File: src/rtl/fetch_pkg.sv
// Shared definitions for the instruction fetch controller: FSM encodings,
// reset PC default and the branch-target helper. Optional build macro: FETCH_PERF_EN.
package fetch_pkg;

  typedef logic [1:0] state_t;

  localparam state_t ST_IDLE = 2'd0;
  localparam state_t ST_REQ  = 2'd1;
  localparam state_t ST_WAIT = 2'd2;
  localparam state_t ST_HOLD = 2'd3;

  localparam logic [63:0] RESET_PC_DEF = 64'd0;

  // Wide enough for any supported address width; callers truncate the result.
  localparam int TGT_W = 64;

  function automatic logic [TGT_W-1:0] next_target(input logic [TGT_W-1:0] pc,
                                                   input logic [TGT_W-1:0] offset);
    return pc + (offset << 1);
  endfunction

endpackage

File: src/rtl/fetch_outbuf.sv
// Single-entry (instr, pc) holding register between fetch and decode.
// Flush drops the entry regardless of ready; contents are stable while stalled.
module fetch_outbuf
  import fetch_pkg::*;
#(
  parameter int ADDR_W = 32,
  parameter int DATA_W = 32
) (
  input  logic              clk,
  input  logic              rst,
  input  logic              wr_en,
  input  logic [DATA_W-1:0] wr_instr,
  input  logic [ADDR_W-1:0] wr_pc,
  input  logic              flush,
  input  logic              ready,
  output logic              valid,
  output logic [DATA_W-1:0] instr,
  output logic [ADDR_W-1:0] pc
);

  always_ff @(posedge clk or posedge rst) begin
    if (rst) begin
      valid <= 1'b0;
      instr <= '0;
      pc    <= '0;
    end else if (flush) begin
      valid <= 1'b0;
    end else if (wr_en) begin
      valid <= 1'b1;
      instr <= wr_instr;
      pc    <= wr_pc;
    end else if (ready) begin
      valid <= 1'b0;
    end
  end

endmodule

File: src/rtl/fetch_ctrl.sv
// Instruction fetch sequencer: owns the PC, issues one outstanding imem request at a
// time and squashes redirected responses via an epoch bit. Optional macro: FETCH_PERF_EN.
module fetch_ctrl
  import fetch_pkg::*;
#(
  parameter int              ADDR_W   = 32,
  parameter int              DATA_W   = 32,
  parameter logic [ADDR_W-1:0] RESET_PC = RESET_PC_DEF[ADDR_W-1:0]
) (
  input  logic              clk,
  input  logic              rst,
  output logic              imem_req,
  output logic [ADDR_W-1:0] imem_addr,
  input  logic              imem_rvalid,
  input  logic [DATA_W-1:0] imem_rdata,
  output logic              if_valid,
  input  logic              if_ready,
  output logic [DATA_W-1:0] if_instr,
  output logic [ADDR_W-1:0] if_pc,
  input  logic              br_taken,
  input  logic [ADDR_W-1:0] br_pc,
  input  logic [ADDR_W-1:0] br_offset,
  input  logic              stall
`ifdef FETCH_PERF_EN
  ,
  output logic [31:0]       perf_stall_cnt,
  output logic [31:0]       perf_flush_cnt
`endif
);

  state_t            state, state_nxt;
  logic [ADDR_W-1:0] pc, req_pc, br_target;
  logic              epoch, req_epoch;
  logic              br_act, buf_free, issue, fresh;

  logic [TGT_W-1:0]        br_pc_ext, br_off_ext, target_ext;
  logic [TGT_W-ADDR_W-1:0] unused_tgt_hi;

  assign br_pc_ext     = TGT_W'(br_pc);
  assign br_off_ext    = TGT_W'(br_offset);
  assign target_ext    = next_target(br_pc_ext, br_off_ext);
  assign br_target     = target_ext[ADDR_W-1:0];
  assign unused_tgt_hi = target_ext[TGT_W-1:ADDR_W];

  assign br_act   = br_taken && (state != ST_IDLE);
  assign buf_free = !if_valid || if_ready;
  // A redirect in REQ suppresses the request so the old PC is never fetched.
  assign issue    = (state == ST_REQ) && !stall && buf_free && !br_taken;
  assign fresh    = (state == ST_WAIT) && imem_rvalid && !br_taken && (req_epoch == epoch);

  assign imem_req  = issue;
  assign imem_addr = issue ? pc : '0;

  always_comb begin
    state_nxt = state;
    case (state)
      ST_IDLE: state_nxt = ST_REQ;
      ST_REQ: begin
        if (br_act)                   state_nxt = ST_REQ;
        else if (issue)               state_nxt = ST_WAIT;
        else if (!stall && !buf_free) state_nxt = ST_HOLD;
      end
      ST_WAIT: begin
        if (imem_rvalid) state_nxt = (br_act || buf_free) ? ST_REQ : ST_HOLD;
      end
      ST_HOLD: begin
        if (br_act || buf_free) state_nxt = ST_REQ;
      end
      default: state_nxt = ST_IDLE;
    endcase
  end

  always_ff @(posedge clk or posedge rst) begin
    if (rst) begin
      state     <= ST_IDLE;
      pc        <= RESET_PC;
      epoch     <= 1'b0;
      req_pc    <= '0;
      req_epoch <= 1'b0;
    end else begin
      state <= state_nxt;
      if (br_act) begin
        pc    <= br_target;
        epoch <= ~epoch;
      end else if (fresh) begin
        pc <= req_pc + ADDR_W'(1);
      end
      if (issue) begin
        req_pc    <= pc;
        req_epoch <= epoch;
      end
    end
  end

  fetch_outbuf #(
    .ADDR_W(ADDR_W),
    .DATA_W(DATA_W)
  ) u_outbuf (
    .clk      (clk),
    .rst      (rst),
    .wr_en    (fresh),
    .wr_instr (imem_rdata),
    .wr_pc    (req_pc),
    .flush    (br_act),
    .ready    (if_ready),
    .valid    (if_valid),
    .instr    (if_instr),
    .pc       (if_pc)
  );

`ifdef FETCH_PERF_EN
  always_ff @(posedge clk or posedge rst) begin
    if (rst) begin
      perf_stall_cnt <= '0;
      perf_flush_cnt <= '0;
    end else begin
      if ((stall || state == ST_HOLD) && perf_stall_cnt != '1)
        perf_stall_cnt <= perf_stall_cnt + 32'd1;
      if (br_taken && perf_flush_cnt != '1)
        perf_flush_cnt <= perf_flush_cnt + 32'd1;
    end
  end
`endif

endmodule

File: config.mk
export PLATFORM = sky130hd
export DESIGN_NAME = fetch_ctrl
export DESIGN_NICKNAME = d
export VERILOG_FILES = /design/src/rtl/fetch_pkg.sv /design/src/rtl/fetch_outbuf.sv /design/src/rtl/fetch_ctrl.sv
export SDC_FILE = /design/constraint.sdc
export NUM_CORES = 1
export LEC_CHECK = 0
export ABC_CLOCK_PERIOD_IN_PS = 4900
export CAP_MARGIN = 20
export CORE_ASPECT_RATIO = 2
export CORE_MARGIN = 4
export CORE_UTILIZATION = 26
export DETAILED_ROUTE_END_ITERATION = 10
export SETUP_SLACK_MARGIN = 0.4
export SYNTH_ARGS = -nofsm -noshare
export SYNTH_HDL_FRONTEND = slang
export SYNTH_SLANG_ARGS = --single-unit
File: constraint.sdc
create_clock -name clk -period 4.9 [get_ports clk]
set_input_delay 0.49 -clock clk [delete_from_list [all_inputs] [get_ports clk]]
set_output_delay 0.49 -clock clk [all_outputs]
set_load 0.05 [all_outputs]
==> results.md, run 1 <==
- Outcome: completed
- Share of layout cells above drive strength 1: 8.54%
- Setup TNS Final: 0 ps
- First-pass GRT wire length: 39200 um
- Routed WL per cell: 16.9 um
- Post-synth top area share: 41.8%
- CP top delay family: buffers and inverters
- Ys Warns: 0
- Final setup vio count: 0
- Setup Buffers After CTS: 0
- Post-route ant nets: 0
- Rel. slew slack: 31.8%
- Min-Delay Path Class: flop to flop
- Synthesized cell area: 7970 um^2
- Via-per-instance ratio: 4.80
- Static leakage: 4.64 nW
- Total nets after synthesis: 1051
- Crit Path Category: input port to primary output
- FF-to-FF path depth: 7
- Clock Path Buffers: 2
- Final-report max-slew violation count: 0
- Period utilization: 73.5%
- Die X: 132 um
- Grt met2 use: 27.5%
- Worst path cell trace: clkdlybuf4s50_1 > nor2_1 > and3_2 > and2_1 > clkdlybuf4s50_1
- Met3 Track Usage GR: 2.42%
- DRT Wirelength: 24900 um
- EDFF count, synth: 0
- CTS tree: yes
- DR iter-0 viols: 300
- Synthesis-stage register bit count: 133
- Clock transition at path regs: 60 ps
- Reg-to-reg slack, setup: 2370 ps
- I/O Buffers: 198
- PD cells: 550 nW/um^2
- Slowest-stage cell, CP: clkdlybuf4s50_1
- CTS Sinks: 133
- Seq/Total Area, Yosys: 41.8%
- Type of origin of the critical path: input port
- Clock skew: 7.65 ps
- Row count: 90
- M1 GR Usage: 15.6%
- Post-CTS sizing: 0
- Synth Flop Type: dfrtp_1
- Cell with the most instances after synthesis: nand2_1
- Largest stage delay on the critical path: 880 ps
- Gate count after technology mapping: 913
- H-tree depth: 4
- RSZ-0062 raised after global routing: no
- Initial antenna violation count: 3
- Die height: 256 um
- Ys async rst share: 100%
- Maximum clock frequency: 278 MHz
- Max rail drop VDD: 0.187 mV
- Most used cell, CP: clkdlybuf4s50_1
- WP data arrival: 3110 ps
- Gr busiest metal: met2
- Num ports: 200
- Worst-path fanout max: 47
- Vias: 7061
- Core Footprint: 30200 um^2
- Reg-to-reg startpoint: state[0]$_DFFE_PP0P_
- Tot GR Track Use: 14.7%
- Worst endpoint required time: 4410 ps
- Grt total ovfl: 0
- Syn avg cell area: 8.73 um^2
- Hold path start: u_outbuf.instr[26]$_DFFE_PP0P_
- Die area: 33700 um^2
- Most frequent cells after synthesis: nand2_1, dfrtp_1, o21ai_0
- Ranking of synthesized cells by area: dfrtp_1, nand2_1, ha_1, mux2_2, o21ai_0
- Fin util: 36.0%
- Critical Path Sink Type: primary output
- Final min period: 3600 ps
- Worst path bufs/invs: 2
- Starting Density: 26.4%
- Vias in the first global route: 7095
- Unique masters post-synth: 61
- Root buf cell: clkbuf_16
- Hold EP: u_outbuf.instr[26]$_DFFE_PP0P_
- Final net count: 1226
- Worst-Skew Late Latency: 420 ps
- Detailed Place HPWL: 19000 um
- TritonRoute pass-1 iters: 4
- Final hold viol count: 0
- Worst-margin pin slew: 1020 ps
- Worst hold path cell count: 2
- Hold_buf cts: 0
- Pin count of the biggest net entering global routing: 95
- DRC Markers: 0
- RR Endpoint: pc[22]$_DFFE_PP0P_
- Dominant cell type by area after synthesis: dfrtp_1
- Total of max-cap violations: 0
- TritonCTS buffer count: 17
- P&R area growth vs syn: 36.4%
- GPL Wtd Cong: 0.825
## through the flow
| step | cell area [um^2] | hold WS, ps | std cells | setup slack, ps | power (mW) |
|---|---|---|---|---|---|
| after floorplan | 7970 | 477 | 913 | 856 | 3.74 |
| after global placement | 10300 | 457 | 1437 | 1270 | 4.69 |
| after detailed placement | 10300 | 462 | 1437 | 1280 | 4.73 |
| after CTS | 10900 | 477 | 1469 | 1270 | 6.05 |
| after global routing | 10900 | 492 | 1472 | 1150 | 6.33 |
| final | 10900 | 469 | 1472 | 1300 | 5.98 |
## per-layer routing
metal | share of wire [%] | vias up
met2 | 55 | 178
met5 | 0 | -
li1 | - | 3514
met4 | 3.8 | 0
met1 | 38 | 3324
met3 | 2.8 | 45
## state kept, by name, summed over array words and instances, names as in the netlist
signal	flops
state	2
req_epoch	1
u_outbuf.pc	32
epoch	1
pc	32
u_outbuf.instr	32
u_outbuf.valid	1
req_pc	32
## power by group
group          switching [mW]  total [mW]  internal [mW]
sequential              0.467        2.04           1.58
clock                   0.498        1.29          0.787
combinational            1.65        2.65           1.01
## cell type report
cell class,instances,area (um^2)
Antenna cell,3,7.51
Clock buffer,20,467
Clock inverter,12,128
Fill cell,3098,19300
Inverter,20,80.1
Multi-Input combinational cell,710,4350
Sequential cell,133,3330
Tap cell,368,460
Timing Repair Buffer,206,2050
## cells by family after synthesis
| kind of cell | Yosys count | synth area share [%] |
|---|---|---|
| xor gates and xnor gates | 51 | 5.60 |
| DFF | 133 | 41.8 |
| AOI/OAI and AO/OA | 176 | 14.5 |
| and+or+nand+nor | 415 | 24.1 |
| buffers and inverters | 70 | 3.80 |
| muxes | 32 | 4.49 |
| adders and majority gates | 36 | 5.74 |
## worst register-to-register path, delay by kind of cell (launching register included)
family	cells	cell delay, ps
AND/OR/NAND/NOR	3	1060
adder cells (fa/ha/maj)	1	240
buffers and inverters	2	640
flip-flops	1	400
AO/OA/AOI/OAI	1	90
## worst max path at each step
| stage | from | end | slack [ps] | cells past startpoint |
|---|---|---|---|---|
| 6_report | br_taken | imem_addr[28] | 1300 | 5 |
| 3_3_place_gp | br_taken | imem_addr[24] | 1270 | 5 |
| 3_5_place_dp | br_taken | imem_addr[24] | 1280 | 5 |
| 2_1_floorplan | rst | epoch$_DFFE_PP0P_ | 860 | 1 |
| 4_1_cts | state[1]$_DFFE_PP0P_ | imem_addr[24] | 1270 | 5 |
| 5_1_grt | br_taken | imem_addr[24] | 1150 | 5 |
## cell usage in the layout, fill, tap and decap left out, types with 4 or more instances in the layout
cell	netlist	final
nand2_1	237	237
clkdlybuf4s50_1	0	198
dfrtp_1	133	133
o21ai_0	55	55
ha_1	35	35
nor2_1	34	33
and2_1	33	33
a21oi_1	31	31
mux2_2	30	30
nand3_1	29	29
xor2_1	26	26
o211ai_1	26	26
xnor2_1	25	25
nand4_1	20	20
inv_1	20	19
clkbuf_16	0	17
nor3_1	10	10
a21o_1	10	10
nor4_1	9	9
and3_1	9	8
or3_1	7	7
buf_4	0	7
a31oi_1	6	6
nor2b_1	5	5
o21bai_1	5	5
o31ai_1	4	4
nand2b_1	5	4
a211oi_1	4	4
o22ai_1	4	4
clkinv_2	0	4
clkinvlp_4	0	4
Note: power is estimated with default switching activity, not from simulation.
==> inputs of run 2 (changes only) <==
--- a/config.mk
+++ b/config.mk
@@ -5,7 +5,7 @@
 export SDC_FILE = /design/constraint.sdc
 export NUM_CORES = 1
 export LEC_CHECK = 0
-export ABC_CLOCK_PERIOD_IN_PS = 4900
+export ABC_CLOCK_PERIOD_IN_PS = 3400
 export CAP_MARGIN = 20
 export CORE_ASPECT_RATIO = 2
 export CORE_MARGIN = 4
==> constraint.sdc (replaced) <==
create_clock -name clk -period 3.4 [get_ports clk]
set_input_delay 0.34 -clock clk [delete_from_list [all_inputs] [get_ports clk]]
set_output_delay 0.34 -clock clk [all_outputs]
set_load 0.05 [all_outputs]
==> run 2 against run 1 <==
Against the previous run:
- core utilization rose by 0.40 points
- clock skew rose by 1.7 ps
- count of clock-buffer cells in the layout rose by 1
==> results.md, run 2 (synthesis gave the netlist of run 1 again) <==
- Final setup vio count: 0
- Via-per-instance ratio: 4.79
- WP data arrival: 2560 ps
- Final min period: 2900 ps
- Num ports: 200
- Starting Density: 26.4%
- Clock transition at path regs: 60 ps
- Final net count: 1230
- Outcome: completed
- Clock Path Buffers: 2
- Setup TNS Final: 0 ps
- Total power: 8.79 mW
- RSZ-0062 raised after global routing: no
- Die height: 256 um
- Final-report max-slew violation count: 0
- TritonCTS buffer count: 17
- Post-Layout Cell Count: 1475
- Clock skew: 9.35 ps
- Worst endpoint required time: 3060 ps
- Setup Buffers After CTS: 0
- Commonest non-fill, non-tap cells in the layout: nand2_1, clkdlybuf4s50_1, dfrtp_1
- First-pass GRT wire length: 39500 um
- Share of layout cells above drive strength 1: 9.77%
- Setup WS post-layout: 499 ps
- Period utilization: 85.3%
- PD cells: 799 nW/um^2
- Routed WL per cell: 16.7 um
- Most common cell after layout, fill and taps aside: nand2_1
- Tot GR Track Use: 14.7%
- Worst-margin pin slew: 731 ps
- Total placed cells including tap cells: 1441
- Critical Path Sink Type: primary output
- Min-Delay Path Class: input port to async pin
- CTS tree: yes
- Maximum clock frequency: 345 MHz
- I/O Buffers: 198
- Hold_buf cts: 0
- Die X: 132 um
- Row count: 90
- Post-route ant nets: 0
- Dpl ws: 309 ps
- Core Footprint: 30200 um^2
- Initial antenna violation count: 2
- Worst-path fanout max: 48
- Fin util: 36.4%
- Rel. slew slack: 51.1%
- Worst-Skew Late Latency: 430 ps
- DRT Wirelength: 24600 um
- H-tree depth: 4
- Pin count of the biggest net entering global routing: 84
- DRC Markers: 0
- Root buf cell: clkbuf_16
- Detailed Place HPWL: 19100 um
- Post-CTS sizing: 0
- TritonRoute pass-1 iters: 4
- Total of max-cap violations: 0
- P&R area growth vs syn: 38.0%
- Vias: 7060
- Crit Path Category: flop to primary output
- DR iter-0 viols: 256
- Final hold viol count: 0
- GPL Wtd Cong: 0.827
- Grt total ovfl: 0
- Vias in the first global route: 7162
- Static leakage: 4.82 nW
- Die area: 33700 um^2
- Max rail drop VDD: 0.340 mV
- Type of origin of the critical path: flop
- CTS Sinks: 133
run 2: worst max-delay path: stages, from the launching register on:
cell,delay (ps)
dfrtp_1,420
inv_1,100
ha_1,180
and3_2,200
buf_12,210
and2_1,160
clkdlybuf4s50_1,830
run 2: area by class of cell:
class,instances,area [um^2]
Fill cell,3091,19200
Multi-Input combinational cell,710,4350
Sequential cell,133,3330
Timing Repair Buffer,210,2120
Clock buffer,21,460
Tap cell,368,460
Clock inverter,11,196
Inverter,20,78.8
Antenna cell,2,5.00
run 2: power breakdown:
part	switching (mW)	total, mW	internal [mW]	leakage, nW
Combinational	2.38	3.84	1.45	2.80
Clock	0.710	2.05	1.34	0.314
Sequential	0.627	2.90	2.28	1.70
run 2: layer usage:
layer  global-route usage [%]  part of all wire [%]  up-vias
met3                     2.71                   2.9       49
met4                     7.42                   4.3        0
met1                     16.2                    39     3319
met5                        0                     0        -
li1                         -                     -     3523
met2                     26.8                    54      169
run 2: worst paths after layout:
check                                                from                             end  slack, ps  depth (start not counted)
hold reg to reg            u_outbuf.instr[23]$_DFFE_PP0P_  u_outbuf.instr[23]$_DFFE_PP0P_        470                          2
hold / removal                                        rst  u_outbuf.instr[28]$_DFFE_PP0P_        380                          2
setup reg to reg                    req_pc[0]$_DFFE_PP0N_              pc[26]$_DFFE_PP0P_       1010                          7
setup / recovery                     state[1]$_DFFE_PP0P_                    imem_addr[8]        500                          6
min in group clk                            imem_rdata[0]   u_outbuf.instr[0]$_DFFE_PP0P_        440                          3
max in group asynchronous                             rst          req_pc[30]$_DFFE_PP0N_       2280                          3
run 2: metrics by stage:
stage	area [um^2]	hold WS [ps]
after floorplan	7980	445
after global placement	10300	456
after detailed placement	10300	461
after CTS	11000	388
after global routing	11000	423
final	11000	375
==> inputs of run 3 (changes only) <==
--- a/config.mk
+++ b/config.mk
@@ -6,7 +6,6 @@
 export NUM_CORES = 1
 export LEC_CHECK = 0
 export ABC_CLOCK_PERIOD_IN_PS = 3400
-export CAP_MARGIN = 20
 export CORE_ASPECT_RATIO = 2
 export CORE_MARGIN = 4
 export CORE_UTILIZATION = 26
==> results of run 3 <==
Final layout, timing and power as in run 2 (identical DEF).
